===== src/rtl/raymarch_pkg.sv =====
// Shared float/point types for the raymarching core.
// Points travel as packed {z,y,x} 27-bit floats.
package raymarch_pkg;
  localparam int FP_W = 27;
  typedef logic [FP_W-1:0] fp_t;
  typedef struct packed { fp_t z; fp_t y; fp_t x; } point_t;
  localparam fp_t FP_ZERO    = 27'h0000000;
  localparam fp_t FP_ONE     = 27'h1fc0000;
  localparam fp_t FP_NEG_ONE = 27'h5fc0000;
endpackage


===== src/rtl/sdf_result_fifo.sv =====
// Result FIFO holding {id, distance} pairs between the SDF pipe and the consumer.
// Pointers carry one extra wrap bit so full and empty are distinguishable.
module sdf_result_fifo #(
  parameter int W     = 29,
  parameter int DEPTH = 8
) (
  input  logic                   clk,
  input  logic                   rst_n,
  input  logic                   i_push,
  input  logic [W-1:0]           i_din,
  input  logic                   i_pop,
  output logic [W-1:0]           o_dout,
  output logic                   o_empty,
  output logic                   o_full,
  output logic [$clog2(DEPTH):0] o_count
);
  localparam int AW = $clog2(DEPTH);

  logic [W-1:0] r_mem [DEPTH];
  logic [AW:0]  r_wr, r_rd;

  always_ff @(posedge clk or negedge rst_n)
    if (!rst_n) begin
      r_wr <= '0;
      r_rd <= '0;
    end else begin
      if (i_push && !o_full)  r_wr <= r_wr + 1'b1;
      if (i_pop  && !o_empty) r_rd <= r_rd + 1'b1;
    end

  always_ff @(posedge clk)
    if (i_push && !o_full) r_mem[r_wr[AW-1:0]] <= i_din;

  assign o_count = r_wr - r_rd;
  assign o_empty = (r_wr == r_rd);
  assign o_full  = (o_count == (AW+1)'(DEPTH));
  // Head reads as zero while empty so outputs stay clean out of reset.
  assign o_dout  = o_empty ? '0 : r_mem[r_rd[AW-1:0]];
endmodule


===== src/rtl/sdf_issue_arbiter.sv =====
// Round-robin issue of requester points into a fixed-latency SDF evaluator,
// with an id tag pipe and a credit-protected result FIFO on the return path.
module sdf_issue_arbiter
  import raymarch_pkg::*;
#(
  parameter  int NUM_REQ    = 4,
  parameter  int SDF_STAGES = 2,
  parameter  int FIFO_DEPTH = 8,
  localparam int IDW        = $clog2(NUM_REQ)
) (
  input  logic                          clk,
  input  logic                          rst_n,
  input  logic [NUM_REQ-1:0]            i_req_valid,
  output logic [NUM_REQ-1:0]            o_req_ready,
  input  logic [NUM_REQ-1:0][3*FP_W-1:0] i_req_point,
  output fp_t                           o_sdf_x,
  output fp_t                           o_sdf_y,
  output fp_t                           o_sdf_z,
  input  fp_t                           i_sdf_distance,
  output logic                          o_resp_valid,
  input  logic                          i_resp_ready,
  output logic [IDW-1:0]                o_resp_id,
  output fp_t                           o_resp_distance
);
  localparam int CW = $clog2(FIFO_DEPTH + 1) + 1;

  logic [CW-1:0]                 r_credits, w_credits_eff;
  logic [IDW-1:0]                r_rr_ptr, w_gnt;
  logic                          w_found, w_issue, w_pop;
  logic [SDF_STAGES:0]           r_v_pipe;
  logic [SDF_STAGES:0][IDW-1:0]  r_id_pipe;
  point_t                        w_pt;
  logic                          w_empty, w_full;
  logic [$clog2(FIFO_DEPTH):0]   w_count;
  logic [IDW+FP_W-1:0]           w_dout;

  // First valid requester at or after r_rr_ptr, wrapping modulo NUM_REQ.
  always_comb begin
    logic [IDW:0] v_idx;
    w_found = 1'b0;
    w_gnt   = '0;
    v_idx   = '0;
    for (int k = 0; k < NUM_REQ; k++) begin
      v_idx = {1'b0, r_rr_ptr} + (IDW+1)'(k);
      if (v_idx >= (IDW+1)'(NUM_REQ)) v_idx = v_idx - (IDW+1)'(NUM_REQ);
      if (!w_found && i_req_valid[v_idx[IDW-1:0]]) begin
        w_found = 1'b1;
        w_gnt   = v_idx[IDW-1:0];
      end
    end
  end

  // A same-cycle pop frees a slot immediately; no credits at all while in reset.
  assign w_pop         = o_resp_valid & i_resp_ready;
  assign w_credits_eff = rst_n ? r_credits + CW'(w_pop) : '0;
  assign w_issue       = w_found && (w_credits_eff != '0);
  assign o_req_ready   = w_issue ? (NUM_REQ'(1) << w_gnt) : '0;
  assign w_pt          = i_req_point[w_gnt];

  always_ff @(posedge clk or negedge rst_n)
    if (!rst_n) begin
      r_rr_ptr  <= '0;
      r_credits <= CW'(FIFO_DEPTH);
      r_v_pipe  <= '0;
      r_id_pipe <= '0;
      o_sdf_x   <= '0;
      o_sdf_y   <= '0;
      o_sdf_z   <= '0;
    end else begin
      r_v_pipe  <= {r_v_pipe[SDF_STAGES-1:0], w_issue};
      r_id_pipe <= {r_id_pipe[SDF_STAGES-1:0], w_gnt};
      if (w_issue && !w_pop)      r_credits <= r_credits - 1'b1;
      else if (!w_issue && w_pop) r_credits <= r_credits + 1'b1;
      if (w_issue) begin
        r_rr_ptr <= (w_gnt == IDW'(NUM_REQ - 1)) ? '0 : w_gnt + 1'b1;
        o_sdf_x  <= w_pt.x;
        o_sdf_y  <= w_pt.y;
        o_sdf_z  <= w_pt.z;
      end
    end

  sdf_result_fifo #(.W(IDW + FP_W), .DEPTH(FIFO_DEPTH)) u_fifo (
    .clk     (clk),
    .rst_n   (rst_n),
    .i_push  (r_v_pipe[SDF_STAGES]),
    .i_din   ({r_id_pipe[SDF_STAGES], i_sdf_distance}),
    .i_pop   (w_pop),
    .o_dout  (w_dout),
    .o_empty (w_empty),
    .o_full  (w_full),
    .o_count (w_count)
  );

  assign o_resp_valid                 = !w_empty;
  assign {o_resp_id, o_resp_distance} = w_dout;

  a_no_overflow: assert property (@(posedge clk) disable iff (!rst_n)
    !(r_v_pipe[SDF_STAGES] && w_full));

  a_credit_sum: assert property (@(posedge clk) disable iff (!rst_n)
    int'(r_credits) + int'(w_count) + $countones(r_v_pipe) == FIFO_DEPTH);
endmodule


===== config.mk =====
export PLATFORM = sky130hd
export DESIGN_NAME = sdf_issue_arbiter
export DESIGN_NICKNAME = d
export VERILOG_FILES = /design/src/rtl/raymarch_pkg.sv /design/src/rtl/sdf_result_fifo.sv /design/src/rtl/sdf_issue_arbiter.sv
export SDC_FILE = /design/constraint.sdc
export NUM_CORES = 1
export LEC_CHECK = 0
export ABC_AREA = 1
export ABC_CLOCK_PERIOD_IN_PS = 12400
export CAP_MARGIN = 5
export CORE_UTILIZATION = 50
export CTS_CLUSTER_DIAMETER = 30
export CTS_CLUSTER_SIZE = 24
export DETAILED_ROUTE_END_ITERATION = 10
export GPL_TIMING_DRIVEN = 0
export PLACE_DENSITY = 0.85
export REMOVE_ABC_BUFFERS = 1
export SLEW_MARGIN = 15
export SYNTH_ARGS = -nofsm -noshare
export SYNTH_HDL_FRONTEND = slang
export SYNTH_SLANG_ARGS = --single-unit
export TNS_END_PERCENT = 5

===== constraint.sdc =====
create_clock -name clk -period 12.4 [get_ports clk]
set_input_delay 2.48 -clock clk [delete_from_list [all_inputs] [get_ports clk]]
set_output_delay 2.48 -clock clk [all_outputs]
set_load 0.01 [all_outputs]

Word-level counts from Yosys, hierarchy flattened. Memory sizes are Yosys's and may differ from the RTL's. Index checks and enable logic that the tools add are counted.

Memories: 1. Logic and storage cells: 87. Register bits after elaboration: 105. Bits in writable memories: 232. Output and inout bits: 115. Input bits: 358.

Equal/unequal tests: 3. Order comparisons: 9. Shift operators: 1. Bitwise logic cells: 1. Add/sub/neg operators: 14. Multiplexer cells: 30. Reduce and logical (&&, ||, !) cells: 17.

Memories: u_fifo.r_mem (words 8, bits a word 29, read ports 1, clocked after memory_dff 0, write ports 1, RTL line sdf_result_fifo.sv:19) `logic [W-1:0] r_mem [DEPTH];`.

Operator list (count): binary-select mux 81 bit (select 2 bit) (1); 2-to-1 mux 81 bit (1); 2-to-1 mux 29 bit (1); 2-to-1 mux 2 bit (9); less-than comparator 2 x 3 -> 1 bit, second input constant (5); 2-to-1 mux 5 bit (3); 2-to-1 mux 1 bit (10); >= comparator 3 bit, second input constant (3); adder 4 x 1 -> 4 bit, second input constant (2); binary-select mux 1 bit (select 2 bit) (4); logical AND 1 bit (8); subtractor 2 x 1 -> 2 bit, second input constant (4); zero test 1 bit (7); adder 2 x 2 -> 3 bit, second input constant (2); adder 5 x 1 -> 5 bit (1); adder 5 x 1 -> 5 bit, second input constant (1); nonzero test 5 bit (1); subtractor 5 x 1 -> 5 bit, second input constant (1); == test 4 bit (1); == test 4 bit, second input constant (1); 2-to-1 mux 4 bit (1); << shifter 1 x 2 -> 4 bit, first input constant (1); subtractor 4 bit (1); adder 2 x 1 -> 3 bit, second input constant (1); 5 further kinds (5).

Logic depth before layout (Yosys ltp). Gate-level depths: netlist (run 1).

Word-level depth: 19. Mapped depth: 22. Gate-level depth less buffers: 20.

Modules after synthesis. Synthesis (run 1) repeated with hierarchy kept, for this count alone.

Cells, all modules: 2139. Area total of the unflattened synthesis: 17915.9 µm².

By module, submodules not included: sdf_result_fifo (area an instance 9764.4 µm², instances 1, cells each 780); sdf_issue_arbiter (area an instance 8151.6 µm², instances 1, cells each 1359).

Worst setup path before layout (run 1). OpenSTA, ideal clock, no wires.

Path type: input-to-output. Start: input i_resp_ready. End: output o_req_ready[0]. Setup slack: 5.910 ns. Buffers on the path: 1. Stages: 10. Arrival time: 4.010 ns. Required time: 9.920 ns. Path through: nand2_1 inv_1 ha_1 ha_1 nor2_1 o2111ai_1 o21a_1 nand2_1 clkbuf_1 nor2_1.

Longest elaborated chain between the ends: 6.

Ends and longest elaborated chain: start, declared (RTL line sdf_issue_arbiter.sv:21) `input logic i_resp_ready,`; bitwise AND 1 bit (RTL line sdf_issue_arbiter.sv:54) `assign w_pop = o_resp_valid & i_resp_ready;`; adder 5 x 1 -> 5 bit (RTL line sdf_issue_arbiter.sv:55) `assign w_credits_eff = rst_n ? r_credits + CW'(w_pop) : '0;`; 2-to-1 mux 5 bit (RTL line sdf_issue_arbiter.sv:55); nonzero test 5 bit (RTL line sdf_issue_arbiter.sv:56) `assign w_issue = w_found && (w_credits_eff != '0);`; logical AND 1 bit (RTL line sdf_issue_arbiter.sv:56); 2-to-1 mux 4 bit (RTL line sdf_issue_arbiter.sv:57) `assign o_req_ready = w_issue ? (NUM_REQ'(1) << w_gnt) : '0;`; end, declared (RTL line sdf_issue_arbiter.sv:14) `output logic [NUM_REQ-1:0] o_req_ready,`.

No other way between the ends.

Worst setup path in the final report (run 1).
Start: input i_req_valid[3]. End: output o_req_ready[3].

Longest elaborated chain between the ends: 14. Elaborated cells on any way between the ends: 25. Those cells by class: 1 x shift; 17 x mux; 7 x reduce/logical.

Ends and longest elaborated chain: start, declared (RTL line sdf_issue_arbiter.sv:13) `input logic [NUM_REQ-1:0] i_req_valid,`; binary-select mux 1 bit (select 2 bit) (RTL line sdf_issue_arbiter.sv:46) `if (!w_found && i_req_valid[v_idx[IDW-1:0]]) begin`; 2-to-1 mux 1 bit (implied by the code) (RTL line sdf_issue_arbiter.sv:46); 2-to-1 mux 1 bit (RTL line sdf_issue_arbiter.sv:46); zero test 1 bit (RTL line sdf_issue_arbiter.sv:46); logical AND 1 bit (RTL line sdf_issue_arbiter.sv:46); 2-to-1 mux 1 bit (RTL line sdf_issue_arbiter.sv:46); zero test 1 bit (RTL line sdf_issue_arbiter.sv:46); logical AND 1 bit (RTL line sdf_issue_arbiter.sv:46); 2-to-1 mux 1 bit (RTL line sdf_issue_arbiter.sv:46); zero test 1 bit (RTL line sdf_issue_arbiter.sv:46); logical AND 1 bit (RTL line sdf_issue_arbiter.sv:46); 2-to-1 mux 2 bit * (RTL line sdf_issue_arbiter.sv:46); net w_gnt[0] (RTL line sdf_issue_arbiter.sv:28) `logic [IDW-1:0] r_rr_ptr, w_gnt;`; << shifter 1 x 2 -> 4 bit * (RTL line sdf_issue_arbiter.sv:57); 2-to-1 mux 4 bit * (RTL line sdf_issue_arbiter.sv:57).

Mark *: on every way through the listed nets, which the timed path passes. The rest lies on a longest branch. The select of a mux whose other input is x is not followed.

==> results of run 1 <==
==> sequential cells by signal (all words and copies together) (netlist names) <==
signal,cells
r_credits,5
u_fifo.r_wr,4
o_sdf_z,27
r_rr_ptr,2
u_fifo.r_rd,4
o_sdf_y,27
o_sdf_x,27
r_id_pipe,6
r_v_pipe,3
u_fifo.r_mem,232
==> cell usage after synthesis, drive strengths merged <==
cell	instances	share of area
a21o	2	0.00086
a21oi	6	0.0017
a31oi	30	0.011
buf	69	0.025
clkbuf	65	0.014
clkinv	2	0.00043
dfrtp	104	0.15
dfstp	1	0.0015
edfxtp	232	0.40
fa	1	0.0011
ha	15	0.011
inv	271	0.058
nand2	545	0.12
nand3	253	0.073
nand3b	82	0.035
nand4	4	0.0014
nor2	191	0.041
nor3	1	0.00029
o2111ai	1	0.00050
o21a	1	0.00043
o21ai	154	0.044
o21bai	1	0.00043
o22ai	29	0.010
or2	1	0.00036
xnor2	4	0.0020
xor2	6	0.0030
==> power groups by stage <==
stage | Clock (µW) | Sequential [µW] | Combinational [µW]
CTS | 1820 | 1750 | 3950
finish | 1810 | 1750 | 3990
global placement | 0 | 1790 | 3670
floorplan | 0 | 1800 | 2180
global route | 1880 | 1780 | 4330
detailed placement | 0 | 1760 | 3880
==> path summary, 6_finish.rpt <==
check | from | end | slack (ns) | depth (start not counted)
setup / recovery | i_req_valid[3] | o_req_ready[3] | 3.61 | 16
hold / removal | r_v_pipe[1] | r_v_pipe[2] | 0.34 | 0
setup reg to reg | u_fifo.r_rd[1] | r_credits[4] | 5.57 | 22
hold reg to reg | r_v_pipe[1] | r_v_pipe[2] | 0.34 | 0
max in group asynchronous | rst_n | o_sdf_z[15] | 9.86 | 2
min in group asynchronous | rst_n | o_sdf_y[21] | 1.81 | 1
==> cell families (layout without fill, tap and decap cells) <==
| kind of cell | count (synthesis) | in the layout |
|---|---|---|
| xor gates and xnor gates | 10 | 10 |
| AOI/OAI and AO/OA | 224 | 224 |
| adders and majority gates | 16 | 16 |
| other | 0 | 9 |
| buffers and inverters | 407 | 882 |
| and+or+nand+nor | 1077 | 1077 |
| DFF | 337 | 337 |
==> routing by layer <==
metal	global-route usage	wire, µm	vias to the layer above
met4	0.1573	3013	16
met1	0.3804	21290	7938
met3	0.08489	5680	201
met5	0	115	-
met2	0.5441	28630	921
li1	-	-	7627
==> metrics by stage <==
stage	total power, µW	setup TNS [ns]	setup slack, ns	hold WS [ns]	util
finish	7558	0	3.610	0.3420	0.7259
global route	7984	0	3.331	0.3525	0.7257
CTS	7516	0	3.603	0.3451	0.7253
detailed placement	5636	0	3.622	0.3356	0.6597
global placement	5458	-126.18	-3.027	0.3318	0.6406
floorplan	3978	0	3.138	0.3312	-
==> worst max-delay path, delay by kind of cell <==
kind | cells | cell delay (ns)
buffers and inverters | 7 | 1.96
AND/OR/NAND/NOR | 8 | 1.55
adder cells (fa/ha/maj) | 1 | 0.22
==> final cells by class <==
class,instances,share of cell area
Antenna cell,9,0.0008981
Clock buffer,72,0.06451
Clock inverter,40,0.02580
Inverter,273,0.04131
Multi-Input combinational cell,1327,0.2522
Sequential cell,337,0.3828
Tap cell,455,0.02270
Timing Repair Buffer,497,0.2098
==> impl_metrics.toml, run 1 <==
[status]
status = "completed"

[placement]
dp_cells = 2889
port-buffer-count = 472
place.detailed.hpwl_um = 38390
dpl-instance-area_mm2 = 0.02279
place.gp.congestion = 0.9293

[power_and_ir_drop]
power.share.switching = 0.4357
power.internal_uw = 4265
p_clk_frac = 0.240
peak_vdd_ir_mv = 0.2727
static-leakage-power_uw = 0.01107
power_frac_seq = 0.232
net-switching-power_uw = 3293
power_per_cell_area_mw_per_mm2 = 301.4
combPwrFrac = 0.528

[yosys]
post_synth_mux_area_share = 0
synth_area_mm2 = 0.01751
synthAdderAreaFrac = 0.01186
synth-seq-area-share = 0.5480
synth_compound_area_frac = 0.06902
postSynthAreaPerCell_um2 = 8.455
largest_family_of_logic_cells_by_synthesized_area = "simple AND/OR/NAND/NOR gates"
synth-xor-area-share = 0.005002
postSynthCellCount = 2071
yosysWarningCount = 0
ys_seq_elements = 337
simple_gate_portion_of_the_synthesized_area = 0.2690
synthDistinctLibCells = 35

[layout]
area.growth.synth_to_final_pct = 43.21
layout_commonest_cell = "sky130_fd_sc_hd__nand2_1"
num-nets-final = 2870
mostFrequentLayoutCells = "sky130_fd_sc_hd__nand2_1 (538), sky130_fd_sc_hd__clkdlybuf4s50_1 (471), sky130_fd_sc_hd__inv_1 (266)"
drive_gt1_frac = 0.06127
register_area_mm2 = 0.009600
fin_area_mm2 = 0.02508
n_fill_cell = 2435
fin_cells = 3010
multi_input_comb_area_mm2 = 0.006324

[floorplan]
io_pins = 473
core_mm2 = 0.03454
die_h_um = 189.1
effective_utilization_at_floorplan = 0.5069
die_w_um = 189.1
fp-row-count = 68
fp.dieArea_mm2 = 0.03577

[cts]
clk_pin_slew_ns = 0.04
inserted_clock_buffers = 60
cts_max_path_buffers = 3
clock_latency_ns = 0.59
post_cts_hold_buffer_count = 0
tritoncts = "done"
numClockSinks = 337
clock-root-buffer = "sky130_fd_sc_hd__clkbuf_16"
post-cts-setup-buffers = 0
post_cts_resized = 0
cts-htree-levels = 2

[worst_setup_path]
worstPathCellList = "clkdlybuf4s50_1 -> inv_1 -> nand2_1 -> nand3_1 -> nand2_2 -> nor2_1 -> nor2_1 -> nand2_8 -> buf_16 -> nand2_8 -> buf_16 -> inv_1 -> ha_1 -> inv_1 -> nor2_1 -> clkdlybuf4s50_1"
crit_slowest_cell = "sky130_fd_sc_hd__clkdlybuf4s50_1"
setup.worst_path.end_class = "output pin"
critical_path.startpoint_type = "primary input"
worstPathArrival_ns = 6.31
critPathRequiredTime_ns = 9.92
worst-path-max-fanout = 85
timing.critical_path.slowest_cell_delay_ns = 0.50
criticalPathCategory = "primary input to output pin"

[detailed_routing]
route.antenna.remaining_nets = 0
drt_drc_violations_left = 0
routed-via-count = 16700
drt-initial-drc-count = 1618
firstDrtPassIters = 5
wl_um = 58730
routed_via_density = 5.549
routed_wire_length_per_instance_um = 19.51

[timing]
final-max-slew-violation-count = 0
layout_worst_path_cycle_share = 0.7088
max_slew_margin = 0.3806
setup_repair_after_global_routing_missed_its_margin = "false"
finClkSkew_ns = 0.03189
finalWorstPathRequiredPeriod_ns = 8.790
timing.final.setup_violations = 0
final_hold_viol_count = 0
tightest_slew_ns = 0.9263
fmaxAchievable_mhz = 113.8

[flow_run]
cap_violations = 0

[min_path]
worst_hold_path_type = "flip-flop to flip-flop"

[global_route]
first_pass_grt_wire_length_um = 88580
grt_overflow_total = 0
grt_antenna_before_repair = 15
groute.usage.overall = 0.3220
largest_net_degree_at_the_start_of_global_routing = 118
number_of_global_route_vias_before_repair = 15930
Power figures use the tool's default switching activity.
==> inputs of run 2 (changes only) <==
- ABC_CLOCK_PERIOD_IN_PS: 12400 -> 7870
- CORE_UTILIZATION: 50 -> 44
- PLACE_DENSITY: 0.85 -> 0.8
- clock period: 12.4 -> 7.87 ns (I/O delays scaled with it)
==> run 2 against run 1 <==
Net effect:
- sequential power up 57%
- routed wire length up 2.5%
- clock power up 72%
- critical path type is now flip-flop to output pin
==> impl_metrics.toml, run 2 (synthesis results as in run 1) <==
[cts]
numClockSinks = 337
post_cts_hold_buffer_count = 0
cts_max_path_buffers = 3
clock-root-buffer = "sky130_fd_sc_hd__clkbuf_16"
inserted_clock_buffers = 71
clk_pin_slew_ns = 0.06
clock_latency_ns = 0.58
post_cts_resized = 0
post-cts-setup-buffers = 0
tritoncts = "done"
cts-htree-levels = 3

[global_route]
grt_antenna_before_repair = 16
grt_overflow_total = 0
groute.usage.overall = 0.2940
number_of_global_route_vias_before_repair = 16380
largest_net_degree_at_the_start_of_global_routing = 118
first_pass_grt_wire_length_um = 91630

[timing]
final-max-slew-violation-count = 0
max_slew_margin = 0.4492
setup_repair_after_global_routing_missed_its_margin = "false"
final_hold_viol_count = 0
timing.final.setup_violations = 0
finClkSkew_ns = 0.03680
tightest_slew_ns = 0.8251
setup_tns_ns = 0
finalWorstPathRequiredPeriod_ns = 7.210
fmaxAchievable_mhz = 138.7
layout_worst_path_cycle_share = 0.9161

[floorplan]
io_pins = 473
fp-row-count = 72
core_mm2 = 0.03892
fp.dieArea_mm2 = 0.04060
die_h_um = 201.5
die_w_um = 201.5
effective_utilization_at_floorplan = 0.4499

[worst_setup_path]
path_delay_family = "buffers and inverters"
worstPathArrival_ns = 5.64
setup.reg_to_reg.worst_slack_ns = 1.60
timing.critical_path.slowest_cell_delay_ns = 0.71
critPathMostFrequentCell = "sky130_fd_sc_hd__ha_1"
worstReg2RegStart = "u_fifo.r_rd[1]"
worstPathCellList = "inv_2 -> ha_1 -> nand4_1 -> nand2_1 -> inv_1 -> ha_1 -> ha_1 -> o21ai_0 -> o2111ai_1 -> o21a_1 -> nand2_4 -> buf_16 -> nor2_1 -> clkdlybuf4s50_1"
worst-path-max-fanout = 53
crit_slowest_cell = "sky130_fd_sc_hd__dfrtp_2"
setup.worst_path.end_class = "output pin"
criticalPathCategory = "flip-flop to output pin"
critical_path.n_buffers_inverters = 4
worstReg2RegEnd = "r_credits[4]"
critPathRequiredTime_ns = 6.30
ff2ff_path_depth = 21
critical_path.startpoint_type = "flip-flop"

[layout]
largest_register_ffs = 232
num-nets-final = 2881
mostFrequentLayoutCells = "sky130_fd_sc_hd__nand2_1 (538), sky130_fd_sc_hd__clkdlybuf4s50_1 (471), sky130_fd_sc_hd__inv_1 (266)"
area.growth.synth_to_final_pct = 45.47
drive_gt1_frac = 0.06859
layout_commonest_cell = "sky130_fd_sc_hd__nand2_1"
fin_cells = 3093

[placement]
port-buffer-count = 472
dp_cells = 2952
place.gp.congestion = 0.9706
place.detailed.hpwl_um = 39330

[detailed_routing]
routed_wire_length_per_instance_um = 19.47
route.antenna.remaining_nets = 0
drt_drc_violations_left = 0
drt-initial-drc-count = 1431
firstDrtPassIters = 5
routed-via-count = 16400
routed_via_density = 5.303
wl_um = 60210

[min_path]
worst_hold_path_type = "flip-flop to flip-flop"
worst_hold_path.num_cells = 0
origin_of_the_worst_min_delay_path = "r_id_pipe[0]"
worstHoldEndpoint = "r_id_pipe[2]"

[flow_run]
cap_violations = 0

[status]
status = "completed"

[power_and_ir_drop]
peak_vdd_ir_mv = 0.3175
power_per_cell_area_mw_per_mm2 = 476.0
static-leakage-power_uw = 0.01120
-- run 2: cell count changes in the layout (fill, tap and decap cells not counted), moves of 3 or more --
cell                         change
sky130_fd_sc_hd__inv_6           -6
sky130_fd_sc_hd__bufinv_16       -3
sky130_fd_sc_hd__clkbuf_16      +10
sky130_fd_sc_hd__clkinv_2        +6
sky130_fd_sc_hd__buf_16          +3
sky130_fd_sc_hd__clkinv_8        +3
sky130_fd_sc_hd__buf_12          -3
sky130_fd_sc_hd__clkinvlp_4      +8
-- run 2: final cells by class --
type / count / area, µm²
diodes: 9 / 22.52
clock buffers: 81 / 1844
clock inverters: 51 / 711.9
fillers: 3000 / 13440
inverters: 273 / 1036
multi-input cells: 1327 / 6324
flip-flops and latches: 337 / 9600
well taps: 518 / 648.1
repair buffers: 497 / 5286
-- run 2: power breakdown --
group          total, µW  internal [µW]  switching [µW]
Combinational       6260           2350            3910
Sequential          2740           2450             297
Clock               3120           2080            1040
-- run 2: worst max-delay path by stage --
stage                     depth (start not counted)  slack [ns]            from              to
final                                            14        0.66  u_fifo.r_rd[1]  o_req_ready[0]
after floorplan                                  20       -0.98  u_fifo.r_rd[1]    r_credits[4]
after global placement                           20       -7.73  u_fifo.r_rd[1]    r_credits[4]
after global routing                             14        0.36  u_fifo.r_rd[1]  o_req_ready[0]
after CTS                                        14        0.71  u_fifo.r_rd[1]  o_req_ready[0]
after detailed placement                         14        1.05  i_req_valid[3]  o_req_ready[0]
-- run 2: per-stage QoR --
stage	utilization	power (µW)	cell area (µm²)	setup slack, ns	hold slack (ns)
global placement	0.5706	8651	22210	-7.731	0.3317
global route	0.6544	12890	25470	0.3578	0.3485
CTS	0.6540	12140	25450	0.7079	0.3418
finish	0.6545	12130	25470	0.6603	0.3381
detailed placement	0.5883	8906	22890	1.046	0.3347
floorplan	-	6267	16830	-0.9808	0.3312
-- run 2: layer usage --
metal	global-route usage	routed length, µm
met5	0	60
met4	0.1542	2875
met3	0.07645	5538
met2	0.4984	29990
met1	0.3415	21750
==> inputs of run 3 (changes only) <==
- CELL_PAD_IN_SITES_DETAIL_PLACEMENT: default -> 2
- CELL_PAD_IN_SITES_GLOBAL_PLACEMENT: default -> 2
- CORE_UTILIZATION: 44 -> 26
- PLACE_DENSITY: 0.8 -> 0.79
==> run 3 against run 2 <==
Net effect:
- worst hold slack lost 0.035 ns
- first-iteration DRC count shrank 47%
- die area increased by 68%
- routed wire length increased by 30%
- largest power group unchanged
- critical endpoint unchanged
- highest routed layer unchanged
- power grew 8.2%
==> impl_metrics.toml, run 3 (synthesis results as in run 1) <==
[status]
status = "completed"

[detailed_routing]
routed-via-count = 16740
drt-initial-drc-count = 765
route.antenna.remaining_nets = 0
routed_wire_length_per_instance_um = 22.52
wl_um = 78350
routed_via_density = 4.811
firstDrtPassIters = 5
drt_drc_violations_left = 0

[worst_setup_path]
timing.critical_path.slowest_cell_delay_ns = 0.58
worst-path-max-fanout = 60
critPathMostFrequentCell = "sky130_fd_sc_hd__ha_1"
critPathRequiredTime_ns = 6.30
crit_slowest_cell = "sky130_fd_sc_hd__nand4_1"
worstPathCellList = "buf_16 -> inv_4 -> ha_1 -> nand4_1 -> nand2_1 -> inv_1 -> ha_1 -> ha_1 -> nor2_1 -> o2111ai_1 -> o21a_1 -> nand2_4 -> buf_16 -> nor2_1 -> clkdlybuf4s50_1"
worstPathArrival_ns = 5.73
criticalPathCategory = "flip-flop to output pin"
critical_path.startpoint_type = "flip-flop"
setup.worst_path.end_class = "output pin"

[floorplan]
die_h_um = 261.5
core_mm2 = 0.06622
fp-row-count = 94
fp.dieArea_mm2 = 0.06839
io_pins = 473
die_w_um = 261.5
effective_utilization_at_floorplan = 0.2644

[global_route]
grt_overflow_total = 0
grt_antenna_before_repair = 19
first_pass_grt_wire_length_um = 116300
largest_net_degree_at_the_start_of_global_routing = 118
number_of_global_route_vias_before_repair = 18710
groute.usage.overall = 0.2276

[timing]
max_slew_margin = 0.4159
timing.final.setup_violations = 0
final_hold_viol_count = 0
finalWorstPathRequiredPeriod_ns = 7.299
fin_worst_hold_slack_ns = 0.3034
tightest_slew_ns = 0.8761
final-max-slew-violation-count = 0
finClkSkew_ns = 0.05580
fmaxAchievable_mhz = 137.0
layout_worst_path_cycle_share = 0.9275
setup_repair_after_global_routing_missed_its_margin = "false"

[cts]
tritoncts = "done"
inserted_clock_buffers = 93
post_cts_hold_buffer_count = 0
clock_latency_ns = 0.64
cts_max_path_buffers = 3
numClockSinks = 337
post-cts-setup-buffers = 0
cts-htree-levels = 3
clock-root-buffer = "sky130_fd_sc_hd__clkbuf_16"
clk_pin_slew_ns = 0.04
post_cts_resized = 0

[layout]
num-nets-final = 2902
n_fill_cell = 7176
drive_gt1_frac = 0.07784
largest_register_ffs = 232
layout_commonest_cell = "sky130_fd_sc_hd__nand2_1"
fin_area_mm2 = 0.02653
mostFrequentLayoutCells = "sky130_fd_sc_hd__nand2_1 (538), sky130_fd_sc_hd__clkdlybuf4s50_1 (471), sky130_fd_sc_hd__inv_1 (266)"
area.growth.synth_to_final_pct = 51.49

[power_and_ir_drop]
static-leakage-power_uw = 0.01152
power_frac_seq = 0.211
p_clk_frac = 0.289
power.internal_uw = 7364
power.share.switching = 0.4388
power_per_cell_area_mw_per_mm2 = 494.7
peak_vdd_ir_mv = 0.4867
net-switching-power_uw = 5758
combPwrFrac = 0.499

[flow_run]
cap_violations = 0

[placement]
place.detailed.hpwl_um = 53520
port-buffer-count = 472
dpl-instance-area_mm2 = 0.02331
place.gp.congestion = 0.8212

[min_path]
worst_hold_path_type = "flip-flop to flip-flop"
## run 3: changes by cell type in the layout (fill, tap and decap cells not counted), sizes merged
cell	previous run	this run
buf	26	25
bufinv	11	8
clkbuf	81	122
clkinv	23	39
clkinvlp	11	7
diode	9	7
inv	279	272
## run 3: power by group through the flow
| stage | Sequential (µW) | Clock (µW) | Combinational (µW) |
|---|---|---|---|
| floorplan | 2830 | 0 | 3440 |
| global placement | 2840 | 0 | 6150 |
| detailed placement | 2790 | 0 | 6640 |
| CTS | 2780 | 3870 | 6730 |
| global route | 2830 | 3950 | 7290 |
| finish | 2770 | 3790 | 6550 |
## run 3: stage by stage
step	TNS, ns	total power [µW]	setup WS (ns)	util	instances
after floorplan	-2.638	6267	-0.9808	-	1937
final	0	13120	0.5705	0.4006	3479
after detailed placement	0	9429	0.6600	0.3520	3297
after global routing	0	14060	0.1988	0.4004	3473
after global placement	-1078.73	8994	-9.097	0.3419	3273
after CTS	0	13370	0.3934	0.4003	3472
## run 3: critical path: cells and delay by family, from the launching register on
family | cells | cell delay, ns
buf+inv | 5 | 1.73
flops | 1 | 0.52
compound gates | 2 | 0.36
simple gates | 5 | 1.55
fa+ha+maj | 3 | 0.84
## run 3: path summary, 6_finish.rpt
kind	cells after the start	slack, ns	from	to
hold / removal	0	0.30	r_v_pipe[0]	r_v_pipe[1]
max in group asynchronous	2	6.17	rst_n	o_sdf_y[15]
setup / recovery	15	0.57	u_fifo.r_rd[1]	o_req_ready[0]
min in group asynchronous	1	0.89	rst_n	o_sdf_y[17]
setup reg to reg	22	1.32	u_fifo.r_rd[1]	r_credits[4]
hold reg to reg	0	0.30	r_v_pipe[0]	r_v_pipe[1]
## run 3: layout make-up
class	instances	area, µm²	area share
well taps	864	1081	0.04075
repair buffers	496	5263	0.1984
flip-flops and latches	337	9603	0.3620
clock inverters	53	623.1	0.02349
multi-input cells	1327	6324	0.2384
clock buffers	122	2577	0.09717
inverters	273	1039	0.03915
diodes	7	17.52	0.0006603
## run 3: layer usage
layer,up-vias,track usage,share of wire
met1,8339,0.2426,0.37
met2,504,0.4223,0.53
li1,7710,-,-
met5,-,0,0.0026
met4,28,0.06298,0.023
met3,156,0.07791,0.076
